<file path="src/rtl/checksum_scheduler_pkg.sv">
// checksum_scheduler_pkg
//   Shared types and sizes for the register-file checksum scheduler and
//   anything else that talks to the 16x8 value register file (e.g. the
//   7-segment display mux).
//   Contents: AW/DW/DEPTH sizes, hold_left width, scheduler state enum,
//   and a two's-complement helper used to form the checksum.
package checksum_scheduler_pkg;

  localparam int DEPTH = 16;
  localparam int AW    = 4;
  localparam int DW    = 8;
  localparam int HW    = 4;

  typedef enum logic [1:0] {
    IDLE = 2'd0,
    SCAN = 2'd1,
    DONE = 2'd2,
    HOLD = 2'd3
  } state_t;

  // Checksum is the value that makes the byte sum of all entries wrap to zero.
  function automatic logic [DW-1:0] twos_complement(input logic [DW-1:0] v);
    return ~v + 1'b1;
  endfunction

endpackage

</file>
<file path="src/rtl/checksum_scheduler_if.sv">
// checksum_scheduler_if
//   Bundles the user write handshake and the single register-file port.
//   master modport: the scheduler (drives memory port and write ack/stall).
//   slave modport : the user/register-file side.
//   Signals:
//     wr_req/wr_addr/wr_data  user write request (level) with address/data
//     wr_ack                  1-cycle pulse when the write is committed
//     wr_stall                request pending but port owned by the scan
//     mem_we/mem_addr/mem_wdata  register-file write port / shared address
//     mem_rdata               combinational read data for mem_addr
interface checksum_scheduler_if;
  import checksum_scheduler_pkg::*;

  logic          wr_req;
  logic [AW-1:0] wr_addr;
  logic [DW-1:0] wr_data;
  logic          wr_ack;
  logic          wr_stall;
  logic          mem_we;
  logic [AW-1:0] mem_addr;
  logic [DW-1:0] mem_wdata;
  logic [DW-1:0] mem_rdata;

  modport master (
    input  wr_req, wr_addr, wr_data, mem_rdata,
    output wr_ack, wr_stall, mem_we, mem_addr, mem_wdata
  );

  modport slave (
    output wr_req, wr_addr, wr_data, mem_rdata,
    input  wr_ack, wr_stall, mem_we, mem_addr, mem_wdata
  );

endinterface

</file>
<file path="src/rtl/checksum_scheduler_sec_tick_gen.sv">
// sec_tick_gen
//   Free-running divider producing a one-cycle tick every TICK_DIV clocks
//   while enabled. The counter runs 0..TICK_DIV-1 and ticks on the last
//   value, then wraps to 0. clr has priority and restarts the count.
//   Ports: clk, rst_n (async, active low), clr, en -> tick.
module sec_tick_gen #(
  parameter int TICK_DIV = 100_000_000
) (
  input  logic clk,
  input  logic rst_n,
  input  logic clr,
  input  logic en,
  output logic tick
);

  localparam int CW = (TICK_DIV > 1) ? $clog2(TICK_DIV) : 1;
  localparam logic [CW-1:0] LAST = CW'(TICK_DIV - 1);

  logic [CW-1:0] cnt_q;
  logic [CW-1:0] cnt_d;

  always_comb begin
    cnt_d = cnt_q;
    tick  = 1'b0;
    if (clr) begin
      cnt_d = '0;
    end else if (en) begin
      if (cnt_q == LAST) begin
        tick  = 1'b1;
        cnt_d = '0;
      end else begin
        cnt_d = cnt_q + 1'b1;
      end
    end
  end

  always_ff @(posedge clk or negedge rst_n) begin
    if (!rst_n) begin
      cnt_q <= '0;
    end else begin
      cnt_q <= cnt_d;
    end
  end

endmodule

</file>
<file path="src/rtl/checksum_scheduler.sv">
// checksum_scheduler
//   Arbitrates the single register-file port between user writes and an
//   internal checksum scan, computes the two's-complement checksum of all
//   DEPTH entries and times the display window for the 7-seg mux.
//   Ports:
//     clk, rst_n        clock, asynchronous active-low reset
//     bus (master)      user write handshake + register-file port
//     sum_start         checksum request level; rising edge starts a scan
//     busy              high while scanning and in the DONE cycle
//     checksum          last computed checksum (registered)
//     cs_valid          high during the display window
//     hold_left         seconds remaining in the window, 0 outside it
//   Sequence: IDLE -> SCAN (DEPTH cycles) -> DONE (1 cycle) -> HOLD -> IDLE.
module checksum_scheduler
  import checksum_scheduler_pkg::*;
#(
  parameter int HOLD_SECS = 10,
  parameter int TICK_DIV  = 100_000_000
) (
  input  logic                 clk,
  input  logic                 rst_n,
  checksum_scheduler_if.master bus,
  input  logic                 sum_start,
  output logic                 busy,
  output logic [DW-1:0]        checksum,
  output logic                 cs_valid,
  output logic [HW-1:0]        hold_left
);

  localparam logic [AW-1:0] LAST_IDX  = AW'(DEPTH - 1);
  localparam logic [HW-1:0] HOLD_INIT = HW'(HOLD_SECS);

  state_t        state_q, state_d;
  logic [DW-1:0] acc_q, acc_d;
  logic [AW-1:0] idx_q, idx_d;
  logic [DW-1:0] checksum_q, checksum_d;
  logic          cs_valid_q, cs_valid_d;
  logic [HW-1:0] hold_left_q, hold_left_d;
  logic          start_prev_q;

  logic start_edge;
  logic tick;
  logic tick_clr;
  logic tick_en;
  logic wr_grant;

  sec_tick_gen #(
    .TICK_DIV (TICK_DIV)
  ) u_tick (
    .clk   (clk),
    .rst_n (rst_n),
    .clr   (tick_clr),
    .en    (tick_en),
    .tick  (tick)
  );

  assign start_edge = sum_start & ~start_prev_q;

  // The port is free in every state except SCAN. Gating with rst_n keeps
  // the register file from being written while reset is held.
  assign wr_grant      = rst_n && bus.wr_req && (state_q != SCAN);
  assign bus.mem_we    = wr_grant;
  assign bus.wr_ack    = wr_grant;
  assign bus.wr_stall  = rst_n && bus.wr_req && (state_q == SCAN);
  assign bus.mem_addr  = !rst_n ? '0 : ((state_q == SCAN) ? idx_q : bus.wr_addr);
  assign bus.mem_wdata = rst_n ? bus.wr_data : '0;

  assign busy      = (state_q == SCAN) || (state_q == DONE);
  assign checksum  = checksum_q;
  assign cs_valid  = cs_valid_q;
  assign hold_left = hold_left_q;

  always_comb begin
    state_d     = state_q;
    acc_d       = acc_q;
    idx_d       = idx_q;
    checksum_d  = checksum_q;
    cs_valid_d  = cs_valid_q;
    hold_left_d = hold_left_q;
    tick_clr    = 1'b0;
    tick_en     = 1'b0;

    case (state_q)
      IDLE: begin
        if (start_edge) begin
          state_d = SCAN;
          acc_d   = '0;
          idx_d   = '0;
        end
      end

      SCAN: begin
        acc_d = acc_q + bus.mem_rdata;
        idx_d = idx_q + 1'b1;
        if (idx_q == LAST_IDX) begin
          state_d = DONE;
        end
      end

      DONE: begin
        checksum_d  = twos_complement(acc_q);
        cs_valid_d  = 1'b1;
        hold_left_d = HOLD_INIT;
        tick_clr    = 1'b1;
        state_d     = HOLD;
      end

      HOLD: begin
        tick_en = 1'b1;
        // A new request abandons the current window and rescans at once.
        if (start_edge) begin
          cs_valid_d  = 1'b0;
          hold_left_d = '0;
          acc_d       = '0;
          idx_d       = '0;
          state_d     = SCAN;
        end else if (tick) begin
          if (hold_left_q <= HW'(1)) begin
            hold_left_d = '0;
            cs_valid_d  = 1'b0;
            state_d     = IDLE;
          end else begin
            hold_left_d = hold_left_q - 1'b1;
          end
        end
      end

      default: begin
        state_d = IDLE;
      end
    endcase
  end

  always_ff @(posedge clk or negedge rst_n) begin
    if (!rst_n) begin
      state_q      <= IDLE;
      acc_q        <= '0;
      idx_q        <= '0;
      checksum_q   <= '0;
      cs_valid_q   <= 1'b0;
      hold_left_q  <= '0;
      start_prev_q <= 1'b0;
    end else begin
      state_q      <= state_d;
      acc_q        <= acc_d;
      idx_q        <= idx_d;
      checksum_q   <= checksum_d;
      cs_valid_q   <= cs_valid_d;
      hold_left_q  <= hold_left_d;
      start_prev_q <= sum_start;
    end
  end

endmodule

</file>
<file path="src/flat_wrapper.sv">
// flat-port wrapper written by rule: the top's interface ports become plain ports
module checksum_scheduler_flat import checksum_scheduler_pkg::*;
#(
  parameter int HOLD_SECS = 10,
  parameter int TICK_DIV  = 100_000_000
)
  (clk, rst_n, sum_start, busy, checksum, cs_valid, hold_left, bus_wr_req, bus_wr_addr, bus_wr_data, bus_mem_rdata, bus_wr_ack, bus_wr_stall, bus_mem_we, bus_mem_addr, bus_mem_wdata);
  checksum_scheduler_if bus_i ();
  input  logic clk;
  input  logic rst_n;
  input  logic sum_start;
  output logic busy;
  output logic [DW-1:0] checksum;
  output logic cs_valid;
  output logic [HW-1:0] hold_left;
  input wire logic [$bits(bus_i.wr_req)-1:0] bus_wr_req;
  input wire logic [$bits(bus_i.wr_addr)-1:0] bus_wr_addr;
  input wire logic [$bits(bus_i.wr_data)-1:0] bus_wr_data;
  input wire logic [$bits(bus_i.mem_rdata)-1:0] bus_mem_rdata;
  output wire logic [$bits(bus_i.wr_ack)-1:0] bus_wr_ack;
  output wire logic [$bits(bus_i.wr_stall)-1:0] bus_wr_stall;
  output wire logic [$bits(bus_i.mem_we)-1:0] bus_mem_we;
  output wire logic [$bits(bus_i.mem_addr)-1:0] bus_mem_addr;
  output wire logic [$bits(bus_i.mem_wdata)-1:0] bus_mem_wdata;
  assign bus_i.wr_req = bus_wr_req;
  assign bus_i.wr_addr = bus_wr_addr;
  assign bus_i.wr_data = bus_wr_data;
  assign bus_i.mem_rdata = bus_mem_rdata;
  assign bus_wr_ack = bus_i.wr_ack;
  assign bus_wr_stall = bus_i.wr_stall;
  assign bus_mem_we = bus_i.mem_we;
  assign bus_mem_addr = bus_i.mem_addr;
  assign bus_mem_wdata = bus_i.mem_wdata;
  checksum_scheduler #(.HOLD_SECS(HOLD_SECS), .TICK_DIV(TICK_DIV)) u_core (.clk(clk), .rst_n(rst_n), .bus(bus_i), .sum_start(sum_start), .busy(busy), .checksum(checksum), .cs_valid(cs_valid), .hold_left(hold_left));
endmodule
</file>
<file path="config.mk">
export PLATFORM = sky130hd
export DESIGN_NAME = checksum_scheduler_flat
export DESIGN_NICKNAME = d
export VERILOG_FILES = /design/src/rtl/checksum_scheduler_pkg.sv /design/src/rtl/checksum_scheduler_if.sv /design/src/rtl/checksum_scheduler_sec_tick_gen.sv /design/src/rtl/checksum_scheduler.sv /design/src/flat_wrapper.sv
export SDC_FILE = /design/constraint.sdc
export NUM_CORES = 1
export LEC_CHECK = 0
export ABC_AREA = 1
export CAP_MARGIN = 20
export CORE_UTILIZATION = 57
export CTS_BUF_LIST = sky130_fd_sc_hd__clkbuf_4
export DETAILED_ROUTE_END_ITERATION = 10
export MAX_ROUTING_LAYER = met4
export PLACE_DENSITY = 0.83
export SLEW_MARGIN = 20
export SYNTH_ARGS = -nofsm -noshare
export SYNTH_HDL_FRONTEND = slang
export SYNTH_HIERARCHICAL = 1
export SYNTH_SLANG_ARGS = --single-unit
</file>
<file path="constraint.sdc">
create_clock -name clk -period 2.1 [get_ports clk]
set_input_delay 0.42 -clock clk [delete_from_list [all_inputs] [get_ports clk]]
set_output_delay 0.42 -clock clk [all_outputs]
set_load 0.01 [all_outputs]
</file>
After elaboration in Yosys (flattened, before gate mapping)

Index checks and enable logic that the tools add are counted.

Bits in registers: 55
Output and inout bits: 29
Logic and storage cells: 70

Add/sub/neg operators: 5
Order comparisons: 1
Equal/unequal tests: 11
Muxes and demuxes: 29
Bitwise gates (word level): 3
Reduce and logical (&&, ||, !) cells: 13

Operators by type and width:

| operator                                                                         | number |
|---|---|
| 27-bit 2-to-1 mux                                                                | 3 |
| 27-bit by 1-bit adder with 27-bit output, second input constant                  | 1 |
| 27-bit == test, second input constant                                            | 1 |
| 4-bit 2-to-1 mux                                                                 | 6 |
| 8-bit 2-to-1 mux                                                                 | 2 |
| 4-bit one-hot mux with 2 select lines                                            | 2 |
| 8-bit one-hot mux with 2 select lines                                            | 1 |
| 2-bit 2-to-1 mux                                                                 | 5 |
| 8-bit by 1-bit adder with 8-bit output, second input constant                    | 1 |
| 8-bit adder                                                                      | 1 |
| 1-bit 2-to-1 mux                                                                 | 8 |
| 8-bit NOT                                                                        | 1 |
| 2-bit one-hot mux with 4 select lines                                            | 1 |
| 2-bit by 1-bit != test with 1-bit output, second input constant                  | 3 |
| 3-bit by 1-bit != test with 1-bit output, second input constant                  | 2 |
| 2-bit nonzero test                                                               | 3 |
| 4-bit by 1-bit adder with 4-bit output, second input constant                    | 1 |
| 2-bit == test, second input constant                                             | 2 |
| 4-bit == test, second input constant                                             | 1 |
| 4-bit by 1-bit less-or-equal comparator with 1-bit output, second input constant | 1 |
| 2-bit AND reduction                                                              | 2 |
| 4-bit AND reduction                                                              | 1 |
| 4-bit by 1-bit subtractor with 4-bit output, second input constant               | 1 |
| 1-bit logical AND                                                                | 3 |
| other kinds (9)                                                                  | 9 |

Depth between registers and ports, before layout

Gate-level depths: netlist of the first run.

Depth after elaboration: 7
Gate-level depth with buffers: 13
Depth with buffers taken out: 13

By module

The synthesis of the first run kept the hierarchy.

By module, submodules not included:

| module             | instances | cells each | area each (µm²) |
|---|---|---|---|
| checksum_scheduler | 1         | 262        | 1919.3 |
| sec_tick_gen       | 1         | 266        | 1773.0 |

Least setup slack after synthesis of the first run

OpenSTA, ideal clock, no wires.

Path kind: register to register
From: reg u_core.u_tick.cnt_q[0]
To: reg u_core.hold_left_q[2] (netlist: u_core/hold_left[2])
Data arrival time: 1.678 ns
Required time: 1.981 ns
Path slack: 0.303 ns
Stages on the path, launching flop included: 13
Path buffers: 0
Period minus slack after synthesis: 1.797 ns
Cell sequence: dfrtp_1 ha_1 nand2_2 nor2_4 nand3_1 nor2_2 nand2_1 nor2_1 inv_1 a21oi_2 a21oi_2 nand2_1 nor2_1

Cells in the longest elaborated chain, start to end: 6

Ends and longest elaborated chain:

| what                                                      | RTL line                              | text |
|---|---|---|
| start, declared                                           | checksum_scheduler_sec_tick_gen.sv:19 | `logic [CW-1:0] cnt_q;` |
| start signal, assigned                                    | checksum_scheduler_sec_tick_gen.sv:41 | `cnt_q <= cnt_d;` |
| 27-bit == test                                            | checksum_scheduler_sec_tick_gen.sv:28 | `if (cnt_q == LAST) begin` |
| 1-bit 2-to-1 mux                                          | checksum_scheduler_sec_tick_gen.sv:28 |  |
| 1-bit 2-to-1 mux                                          | checksum_scheduler_sec_tick_gen.sv:27 | `end else if (en) begin` |
| 1-bit 2-to-1 mux                                          | checksum_scheduler_sec_tick_gen.sv:25 | `if (clr) begin` |
| net u_core.tick                                           | checksum_scheduler.sv:42              | `logic tick;` |
| 3-bit by 1-bit != test with 1-bit output (no source line) | -                                     |  |
| 2-bit AND reduction (no source line)                      | -                                     |  |
| end signal, assigned                                      | checksum_scheduler.sv:149             | `hold_left_q <= hold_left_d;` |
| end, declared                                             | checksum_scheduler.sv:38              | `logic [HW-1:0] hold_left_q, hold_left_d;` |

The timed path passes the listed nets, and every way through them passes these cells.
A chain may end at the register's enable or synchronous reset.

Final worst setup path of the first run

From: reg u_core.state_q[0]
To: out busy

Cells in the longest elaborated chain, start to end: 2
Elaborated cells between the ends (all ways): 3

Ends and longest elaborated chain:

| what                                                                      | RTL line                  | text |
|---|---|---|
| start, declared                                                           | checksum_scheduler.sv:33  | `state_t state_q, state_d;` |
| start signal, assigned                                                    | checksum_scheduler.sv:144 | `state_q <= state_d;` |
| 2-bit by 1-bit == test with 1-bit output or 2-bit == test (tied branches) | checksum_scheduler.sv:68  | `assign busy = (state_q == SCAN) \|\| (state_q == DONE);` |
| 1-bit logical OR (*)                                                      | checksum_scheduler.sv:68  |  |
| end, declared                                                             | flat_wrapper.sv:12        | `output logic busy;` |

Mark *: on every way between the ends. The rest lies on a longest branch, timed or not.

==> metrics.cfg, run 1 <==
[outcome]
status=complete, no violations

[global_route]
grt_pass1_vias=3384
grt_max_degree=48
grt_pass1_wl_mm=14.6
gr-usage-all-layers_pct=28.9
grt-ovfl-total=0
antenna_found_initial=0

[floorplanning]
die_area_mm2=0.00680
die_x_um=82.5
start_util_pct=60.6
dieHeight_um=82.5
io_pins=53
rows=28
core_mm2=0.00610

[synthesis]
yosys_register_bits=55
syn-cell-area_mm2=0.00369
yosysSeqAreaShare_pct=37.3
synth_cells=528
avgSynthCellArea_um2=6.99
synth_area_leader_cell=dfrtp_1
synth-edff-count=0
yosysUniqueCellTypes=37
synth_area_leaders=dfrtp_1 (37%), nand2_1 (16%), nor2_1 (6.9%), inv_1 (6.4%), nand3_1 (6.1%)
async_flop_share_pct=100
yosysWarningCount=6
synth_ff_type=dfrtp_1
synth_top_cell_area_share_pct=37.3
syn-num-nets=570

[power_and_ir_drop]
p_sw_mw=2.03
leakage_nw=2.15
power_density_mw_per_mm2=1010
p_seq_share_pct=34.1
irDropWorstVdd_mv=0.554
clockPowerShare_pct=11.1
sw_frac_of_total_pct=45.1
pwr-share-comb_pct=54.8
intPower_mw=2.46

[drt]
drt_iter0_drc=225
vias_per_cell=5.31
vias=3561
drc=0
dr.pass1.iters=5
drt-wirelength-per-cell_um=12.9
ant_nets=0
routed_wl_mm=8.62

[worst_setup_path]
crit_fanout=5
crit_arrival_ns=1.59
required_ns=1.68
cp-end-kind=primary output
crit_type=flip-flop to primary output
crit_path_start_kind=flip-flop

[final_layout]
final_cell_mix=nand2_1 (152), nor2_1 (67), inv_1 (62)
drive_gt1_share_pct=12.3
area.growth.synth_to_final_pct=20.0
antenna_cells=0
final_cell_area_mm2=0.00443
final_common_cell=nand2_1
nets=636

[min_path]
worstHoldPathType=input pin to asynchronous set/reset pin

[timing]
slew_violations=0
max_freq_mhz=498
fin_crit_sh_pct=95.6
final.setup_skew_ns=0.0168
setup_viol=0
worst_slack_ns=0.0926
max_slew_margin_pct=59.6
final_hold_viol_count=0
period_needed_ns=2.01
worst_slew_pin_slew_ns=0.606

[clock_tree]
htree_levels=2
path_clk_slew_ns=0.17
ctsLongestPathBuffers=2
cts_buffers=5
cts_tree=built
clock_sinks=55
root_buffer=clkbuf_4
clk_latency_ns=0.39

[placement]
place_area_mm2=0.00435
portBuffers=52
gp_congestion=0.903
pre_cts_slack_ns=-0.0202
place_hpwl_mm=6.58

[job]
maxCapViolations=0

==> layer usage <==
metal  vias to the layer above  wire length (um)  part of all wire (%)  track usage [%]
li1                       1792                 -                     -                -
met1                      1637              3860                    45             35.2
met2                       111              4170                    48             48.9
met3                        21               403                   4.7             3.63
met4                         0               188                   2.2             11.1
met5                         -                 0                     0                -
==> path summary, 6_finish.rpt <==
check,startpoint,endpoint,slack (ns),depth (start not counted)
setup / recovery,u_core/state_q[0],busy,0.09,4
hold / removal,rst_n,u_core/idx_q[0],0.21,3
min in group clk,u_core/cs_valid,u_core/cs_valid,0.50,2
max in group asynchronous,rst_n,u_core/u_tick/cnt_q[23],1.43,2
hold reg to reg,u_core/cs_valid,u_core/cs_valid,0.50,2
setup reg to reg,u_core/u_tick/cnt_q[1],u_core/hold_left[2],0.15,12
==> synth_stat cells, types with 2 or more instances <==
| cell type | n |
|---|---|
| nand2_4 | 2 |
| nor2_2 | 8 |
| o21ai_0 | 15 |
| inv_1 | 63 |
| a21oi_2 | 2 |
| o21ai_1 | 15 |
| ha_1 | 17 |
| nor2_4 | 4 |
| nor2_1 | 68 |
| buf_2 | 4 |
| a21oi_1 | 13 |
| dfrtp_1 | 55 |
| xnor2_1 | 4 |
| inv_2 | 13 |
| o21ai_2 | 2 |
| nand2_1 | 153 |
| a211oi_1 | 2 |
| nor3_1 | 5 |
| nand2_2 | 5 |
| nand4_1 | 11 |
| nand3_1 | 45 |
| xor2_1 | 7 |
==> through the flow <==
| step | utilization (%) | TNS [ns] | power (mW) | std cells | hold slack [ns] |
|---|---|---|---|---|---|
| global route | 72.7 | -0.00362 | 4.85 | 670 | 0.228 |
| global placement | 71.3 | 0 | 3.85 | 660 | 0.463 |
| finish | 72.7 | 0 | 4.49 | 670 | 0.206 |
| detailed placement | 71.3 | -0.0202 | 3.95 | 660 | 0.466 |
| floorplan | - | 0 | 3.06 | 528 | 0.124 |
| CTS | 72.6 | 0 | 4.47 | 668 | 0.202 |
==> power groups by stage <==
stage / logic (mW) / registers (mW) / clock network (mW)
floorplan: 1.49 / 1.57 / 0
global placement: 2.32 / 1.53 / 0
detailed placement: 2.41 / 1.54 / 0
CTS: 2.43 / 1.53 / 0.506
global route: 2.74 / 1.57 / 0.539
finish: 2.46 / 1.53 / 0.496
==> what timing repair did <==
action,4_1_cts,5_1_grt
gates resized for setup,11,13
setup endpoints to repair,8,12
hold buffers,0,0
pin swaps,0,2
setup buffers,0,2
==> flip-flops by register name (all words and copies together), names as in the netlist <==
signal and count:
u_core/acc_q 8, u_core/checksum 8, u_core/cs_valid 1, u_core/hold_left 4
u_core/idx_q 4, u_core/start_prev_q 1, u_core/state_q 2, u_core/u_tick/cnt_q 27
==> layout make-up <==
| type | count | area [um2] |
|---|---|---|
| well taps | 75 | 93.8 |
| inverters | 77 | 294 |
| clock inverters | 3 | 23.8 |
| flip-flops and latches | 55 | 1380 |
| repair buffers | 66 | 596 |
| multi-input cells | 389 | 2010 |
| fillers | 485 | 1670 |
| clock buffers | 5 | 37.5 |
==> cells by family after synthesis <==
kind of cell             after synthesis  share of synthesized area, %
flip-flops                            55                          37.3
AO/OA/AOI/OAI                         53                          7.93
XOR/XNOR                              11                          2.61
adder cells (fa/ha/maj)               18                          6.30
buffers and inverters                 84                          9.12
AND/OR/NAND/NOR                      307                          36.8
==> worst max-delay path: stages (launching register included) <==
cell,delay (ns)
dfrtp_1,0.42
buf_4,0.16
inv_2,0.06
ha_4,0.28
dlygate4sd2_1,0.29
(Power assumes the default switching activity.)
==> run 2, diff against run 1 <==
--- a/config.mk
+++ b/config.mk
@@ -10,6 +10,7 @@
 export CORE_UTILIZATION = 57
 export CTS_BUF_LIST = sky130_fd_sc_hd__clkbuf_4
 export DETAILED_ROUTE_END_ITERATION = 10
+export GPL_ROUTABILITY_DRIVEN = 0
 export MAX_ROUTING_LAYER = met4
 export PLACE_DENSITY = 0.83
 export SLEW_MARGIN = 20
==> metrics.cfg, run 2 (synthesized netlist as in run 1, its figures left out) <==
[outcome]
status=complete, no violations

[global_route]
gr-usage-all-layers_pct=28.9  ; -0.042 points
grt_pass1_wl_mm=14.6  ; -0.29%
antenna_found_initial=1  ; +1
grt_max_degree=45  ; -6.3%
grt-ovfl-total=0  ; unchanged
grt_pass1_vias=3438  ; +1.6%

[timing]
final.setup_skew_ns=0.0149  ; -0.00199 ns
final_hold_viol_count=0  ; unchanged
worst_slew_pin_slew_ns=0.565  ; -0.0410 ns
tns_ns=0  ; unchanged
max_slew_margin_pct=62.3  ; +2.7 points
setup_viol=0  ; unchanged
slew_violations=0  ; unchanged
period_needed_ns=2.02  ; +0.0176 ns
fin_crit_sh_pct=96.4  ; +0.84 points
max_freq_mhz=494  ; -0.87%
fin_hold_ws_ns=0.180  ; -0.0259 ns

[final_layout]
final_cells=673  ; +0.45%
top_register=u_core/u_tick/cnt_q
drive_gt1_share_pct=12.7  ; +0.46 points
final_cell_mix=nand2_1 (153), nor2_1 (67), inv_1 (61)
final_common_cell=nand2_1
nets=638  ; +0.31%
area.growth.synth_to_final_pct=20.7
largest_register_ffs=27  ; unchanged

[min_path]
worstHoldPathType=input pin to asynchronous set/reset pin

[worst_setup_path]
cp-end-kind=primary output
required_ns=1.68  ; about the same
crit_path_start_kind=flip-flop
crit_type=flip-flop to primary output
r2r_start=u_core/u_tick/cnt_q[0]
crit_fanout=6  ; +1
worstSetupStartpoint=u_core/state_q[0]
crit_arrival_ns=1.60  ; about the same

[floorplanning]
start_util_pct=60.6  ; unchanged
dieHeight_um=82.5  ; unchanged
io_pins=53  ; unchanged
rows=28  ; unchanged
die_x_um=82.5  ; unchanged
core_mm2=0.00610  ; unchanged
die_area_mm2=0.00680  ; unchanged

[clock_tree]
ctsLongestPathBuffers=2  ; unchanged
clk_latency_ns=0.39  ; about the same
htree_levels=2  ; unchanged
clock_sinks=55  ; unchanged
holdBufCountCts=0  ; unchanged
cts_buffers=5  ; unchanged
cts_tree=built
path_clk_slew_ns=0.17  ; about the same
root_buffer=clkbuf_4

[drt]
dr.pass1.iters=4  ; -1
routed_wl_mm=8.72  ; +1.2%
drt_iter0_drc=186  ; -17%
vias_per_cell=5.35  ; +0.73%
drt-wirelength-per-cell_um=13.0  ; +0.72%
ant_nets=0  ; unchanged
vias=3603  ; +1.2%
drc=0  ; unchanged

[power_and_ir_drop]
power_density_mw_per_mm2=1020  ; +0.43%
leakage_nw=2.16  ; +0.55%
irDropWorstVdd_mv=0.623  ; +12%

[placement]
place_hpwl_mm=6.68  ; +1.5%
portBuffers=52  ; unchanged
place_inst=660  ; unchanged

[job]
maxCapViolations=0  ; unchanged

run 2: changes by cell type in the layout (fill, tap and decap cells not counted), sizes merged:
cell	delta
buf	+5
clkbuf	-3
clkdlybuf4s15	+1
clkinv	+1
diode	+1
dlygate4sd2	-1
inv	-1
run 2: report_power, final:
group,total (mW),internal [mW],switching (mW),leakage (nW)
combinational,2.52,1.05,1.47,1.41
clock,0.483,0.129,0.354,0.0272
sequential,1.53,1.31,0.221,0.725
run 2: worst max-delay path: stages, from the launching register on:
cell	delay [ns]
dfrtp_1	0.45
ha_4	0.20
buf_4	0.14
a211oi_1	0.26
buf_2	0.18
run 2: layer usage:
layer	up-vias	wire length [um]	track usage, %
met2	104	4270	49.8
li1	1802	-	-
met3	20	466	5.49
met1	1677	3790	32.9
met5	-	0	-
met4	0	192	11.6
run 2: final timing paths:
kind / depth (start not counted) / end / slack, ns
max: 4 / bus_mem_addr[2] / 0.08
min in group clk: 2 / u_core/checksum[1] / 0.50
min reg2reg: 2 / u_core/checksum[1] / 0.50
max in group asynchronous: 2 / u_core/u_tick/cnt_q[6] / 1.51
max reg2reg: 12 / u_core/state_q[1] / 0.14
min: 3 / u_core/idx_q[1] / 0.18
run 2: metrics by stage:
stage	util [%]	total power [mW]	instance area [um2]	setup WS, ns
6_report	73.1	4.54	4460	0.0750
5_1_grt	73.1	4.89	4460	-0.0150
4_1_cts	72.7	4.48	4430	0.0126
3_5_place_dp	71.3	3.96	4350	-0.0401
3_3_place_gp	71.3	3.86	4350	0.0205
2_1_floorplan	-	3.06	3690	0.303
run 2: timing repair:
item                                    in CTS  in global routing
endpoints found under the setup margin       8                 12
resized for setup                           20                  9
pin swaps                                    0                  1
buffers inserted                             2                  2
run 2: final cells by class:
type	count	area (um2)
fillers	499	1640
clock buffers	5	37.5
repair buffers	68	612
well taps	75	93.8
multi-input cells	389	2020
flip-flops and latches	55	1380
inverters	77	294
clock inverters	3	20.0
diodes	1	2.50
==> run 3, diff against run 2 <==
--- a/config.mk
+++ b/config.mk
@@ -13,8 +13,8 @@
 export GPL_ROUTABILITY_DRIVEN = 0
 export MAX_ROUTING_LAYER = met4
 export PLACE_DENSITY = 0.83
+export REMOVE_ABC_BUFFERS = 1
 export SLEW_MARGIN = 20
 export SYNTH_ARGS = -nofsm -noshare
 export SYNTH_HDL_FRONTEND = slang
-export SYNTH_HIERARCHICAL = 1
 export SYNTH_SLANG_ARGS = --single-unit
==> metrics.cfg, run 3 <==
[clock_tree]
root_buffer=clkbuf_4
htree_levels=2  ; unchanged
cts_tree=built
cts_buffers=5  ; unchanged
clock_sinks=55  ; unchanged
path_clk_slew_ns=0.16  ; about the same
ctsLongestPathBuffers=2  ; unchanged
clk_latency_ns=0.38  ; about the same

[floorplanning]
die_x_um=81.7  ; -1.0%
die_area_mm2=0.00667  ; -2.0%
dieHeight_um=81.7  ; -1.0%
io_pins=53  ; unchanged
start_util_pct=60.0  ; -0.54 points
rows=28  ; unchanged
core_mm2=0.00603  ; -1.1%

[synthesis]
yosys-top-cells-count=nand2_1 (147), inv_1 (68), nor2_1 (63)
async_flop_share_pct=100  ; unchanged
avgSynthCellArea_um2=6.98  ; -0.14%
yosysSeqAreaShare_pct=38.0  ; +0.77 points
yosys_register_bits=55  ; unchanged
synth_ff_type=dfrtp_1
synth_area_leaders=dfrtp_1 (38%), nand2_1 (15%), inv_1 (7.1%), nor2_1 (6.5%), ha_1 (5.9%)
synth-edff-count=0  ; unchanged
synth.most_common_cell=nand2_1
synth_top_cell_area_share_pct=38.0  ; +0.77 points
synth_area_leader_cell=dfrtp_1
yosysUniqueCellTypes=34  ; -8.1%
yosysWarningCount=0  ; -6
syn-cell-area_mm2=0.00362  ; -2.0%
synth_cells=518  ; -1.9%

[timing]
max_freq_mhz=491  ; -0.50%
tns_ns=0  ; unchanged
period_needed_ns=2.04  ; +0.0102 ns
worst_slack_ns=0.0648  ; -0.0102 ns
slew_violations=0  ; unchanged
fin_crit_sh_pct=96.9  ; +0.49 points
final.setup_skew_ns=0.0118  ; -0.00308 ns
fin_hold_ws_ns=0.119  ; -0.0613 ns
max_slew_margin_pct=71.7  ; +9.4 points
setup_viol=0  ; unchanged
rsz0062_at_grt=no
final_hold_viol_count=0  ; unchanged
worst_slew_pin_slew_ns=0.424  ; -0.142 ns

[final_layout]
nets=623  ; -2.4%
largest_register_ffs=27  ; unchanged
final_cell_area_mm2=0.00433  ; -2.9%
final_common_cell=nand2_1
drive_gt1_share_pct=7.56  ; -5.2 points
final_cells=657  ; -2.4%
fill_cells=506  ; +1.4%
top_register=u_core.u_tick.cnt_q
area.growth.synth_to_final_pct=19.6
final_cell_mix=nand2_1 (147), inv_1 (68), nor2_1 (63)
antenna_cells=0  ; -1

[power_and_ir_drop]
power_density_mw_per_mm2=1010  ; -0.59%
irDropWorstVdd_mv=0.835  ; +34%
leakage_nw=2.12  ; -1.8%

[placement]
pre_cts_slack_ns=-0.0273  ; +0.0127 ns
place_area_mm2=0.00426  ; -2.0%
portBuffers=52  ; unchanged
place_inst=648  ; -1.8%
place_hpwl_mm=6.38  ; -4.5%

[drt]
ant_nets=0  ; unchanged
dr.pass1.iters=5  ; +1
drt_iter0_drc=287  ; +54%
routed_wl_mm=8.31  ; -4.8%
drc=0  ; unchanged
vias_per_cell=5.31  ; -0.78%
vias=3490  ; -3.1%
drt-wirelength-per-cell_um=12.6  ; -2.5%

[worst_setup_path]
r2r_start=u_core.state_q[0]
required_ns=1.68  ; about the same
crit_path_start_kind=flip-flop
reg2reg_to=u_core.u_tick.cnt_q[24]
reg2regPathDepth=10  ; -2
crit_fanout=11  ; +5
cp-end-kind=primary output
crit_type=flip-flop to primary output
crit_arrival_ns=1.62  ; +0.02 ns
ff2ff_setup_slack_ns=0.20  ; +0.06 ns

[global_route]
antenna_found_initial=0  ; -1
grt-ovfl-total=0  ; unchanged
grt_max_degree=35  ; -22%
grt_pass1_wl_mm=14.1  ; -3.1%
gr-usage-all-layers_pct=28.0  ; -0.87 points
grt_pass1_vias=3301  ; -4.0%

[job]
maxCapViolations=0  ; unchanged

[outcome]
status=complete, no violations

[min_path]
worstHoldPathType=input pin to asynchronous set/reset pin

[run 3: changes by cell type after synthesis, sizes merged, moves of 2 or more]
cell | previous run | this run
nor3 | 6 | 18
nor2 | 80 | 69
o21ai | 32 | 24
inv | 76 | 70
nand2 | 160 | 155
a21oi | 15 | 19
nand3 | 46 | 42
a21o | 0 | 2
clkbuf | 1 | 3
o22ai | 1 | 3
xor2 | 7 | 9
[run 3: worst max-delay path by stage]
stage          slack, ns  depth (start not counted)         startpoint      endpoint
3_3_place_gp        0.02                          4         bus_wr_req    bus_wr_ack
2_1_floorplan       0.42                          3  u_core.state_q[1]    bus_mem_we
6_report            0.06                          4  u_core.state_q[0]    bus_wr_ack
5_1_grt            0.002                          4  u_core.state_q[0]    bus_wr_ack
4_1_cts            0.007                          5  u_core.state_q[1]  bus_wr_stall
3_5_place_dp       -0.03                          4         bus_wr_req    bus_mem_we
[run 3: timing repair]
action                                  4_1_cts  5_1_grt
hold buffers                                  0        0
endpoints found under the setup margin        8        7
setup buffers                                 1        0
gates cloned                                  0        0
resized for setup                            10       12
[run 3: per-stage QoR]
step                power [mW]  utilization [%]
finish                    4.38             71.8
global route              4.73             71.8
CTS                       4.37             71.8
detailed placement        3.88             70.7
global placement          3.81             70.7
floorplan                 2.93                -
[run 3: cell type report]
class,count,area (um2),share of cell area (%)
Multi-Input combinational cell,382,1930,44.6
Sequential cell,55,1380,31.8
Timing Repair Buffer,65,594,13.7
Inverter,72,275,6.36
Tap cell,75,93.8,2.17
Clock buffer,7,52.6,1.21
Clock inverter,1,5.00,0.116
[run 3: report_power, final]
group,internal (mW),switching [mW]
logic,0.978,1.39
clock network,0.158,0.339
registers,1.31,0.203
[run 3: logic make-up after synthesis]
logic type / synth area share (%)
flops: 38.0
xor+xnor: 2.91
simple gates: 35.1
compound gates: 8.37
buf+inv: 9.13
fa+ha+maj: 6.43
[run 3: worst max-delay path, stage by stage (launching register included)]
cell and delay, ns:
dfrtp_1 0.42, buf_4 0.14, ha_4 0.18, nor3_2 0.20, dlygate4sd2_1 0.29
[run 3: layer usage]
| layer | vias up | part of all wire (%) | track usage (%) |
|---|---|---|---|
| met5 | - | 0 | - |
| met4 | 0 | 1.3 | 9.47 |
| met3 | 13 | 5.0 | 3.22 |
| met2 | 126 | 48 | 47.2 |
| met1 | 1574 | 45 | 35.0 |
| li1 | 1777 | - | - |
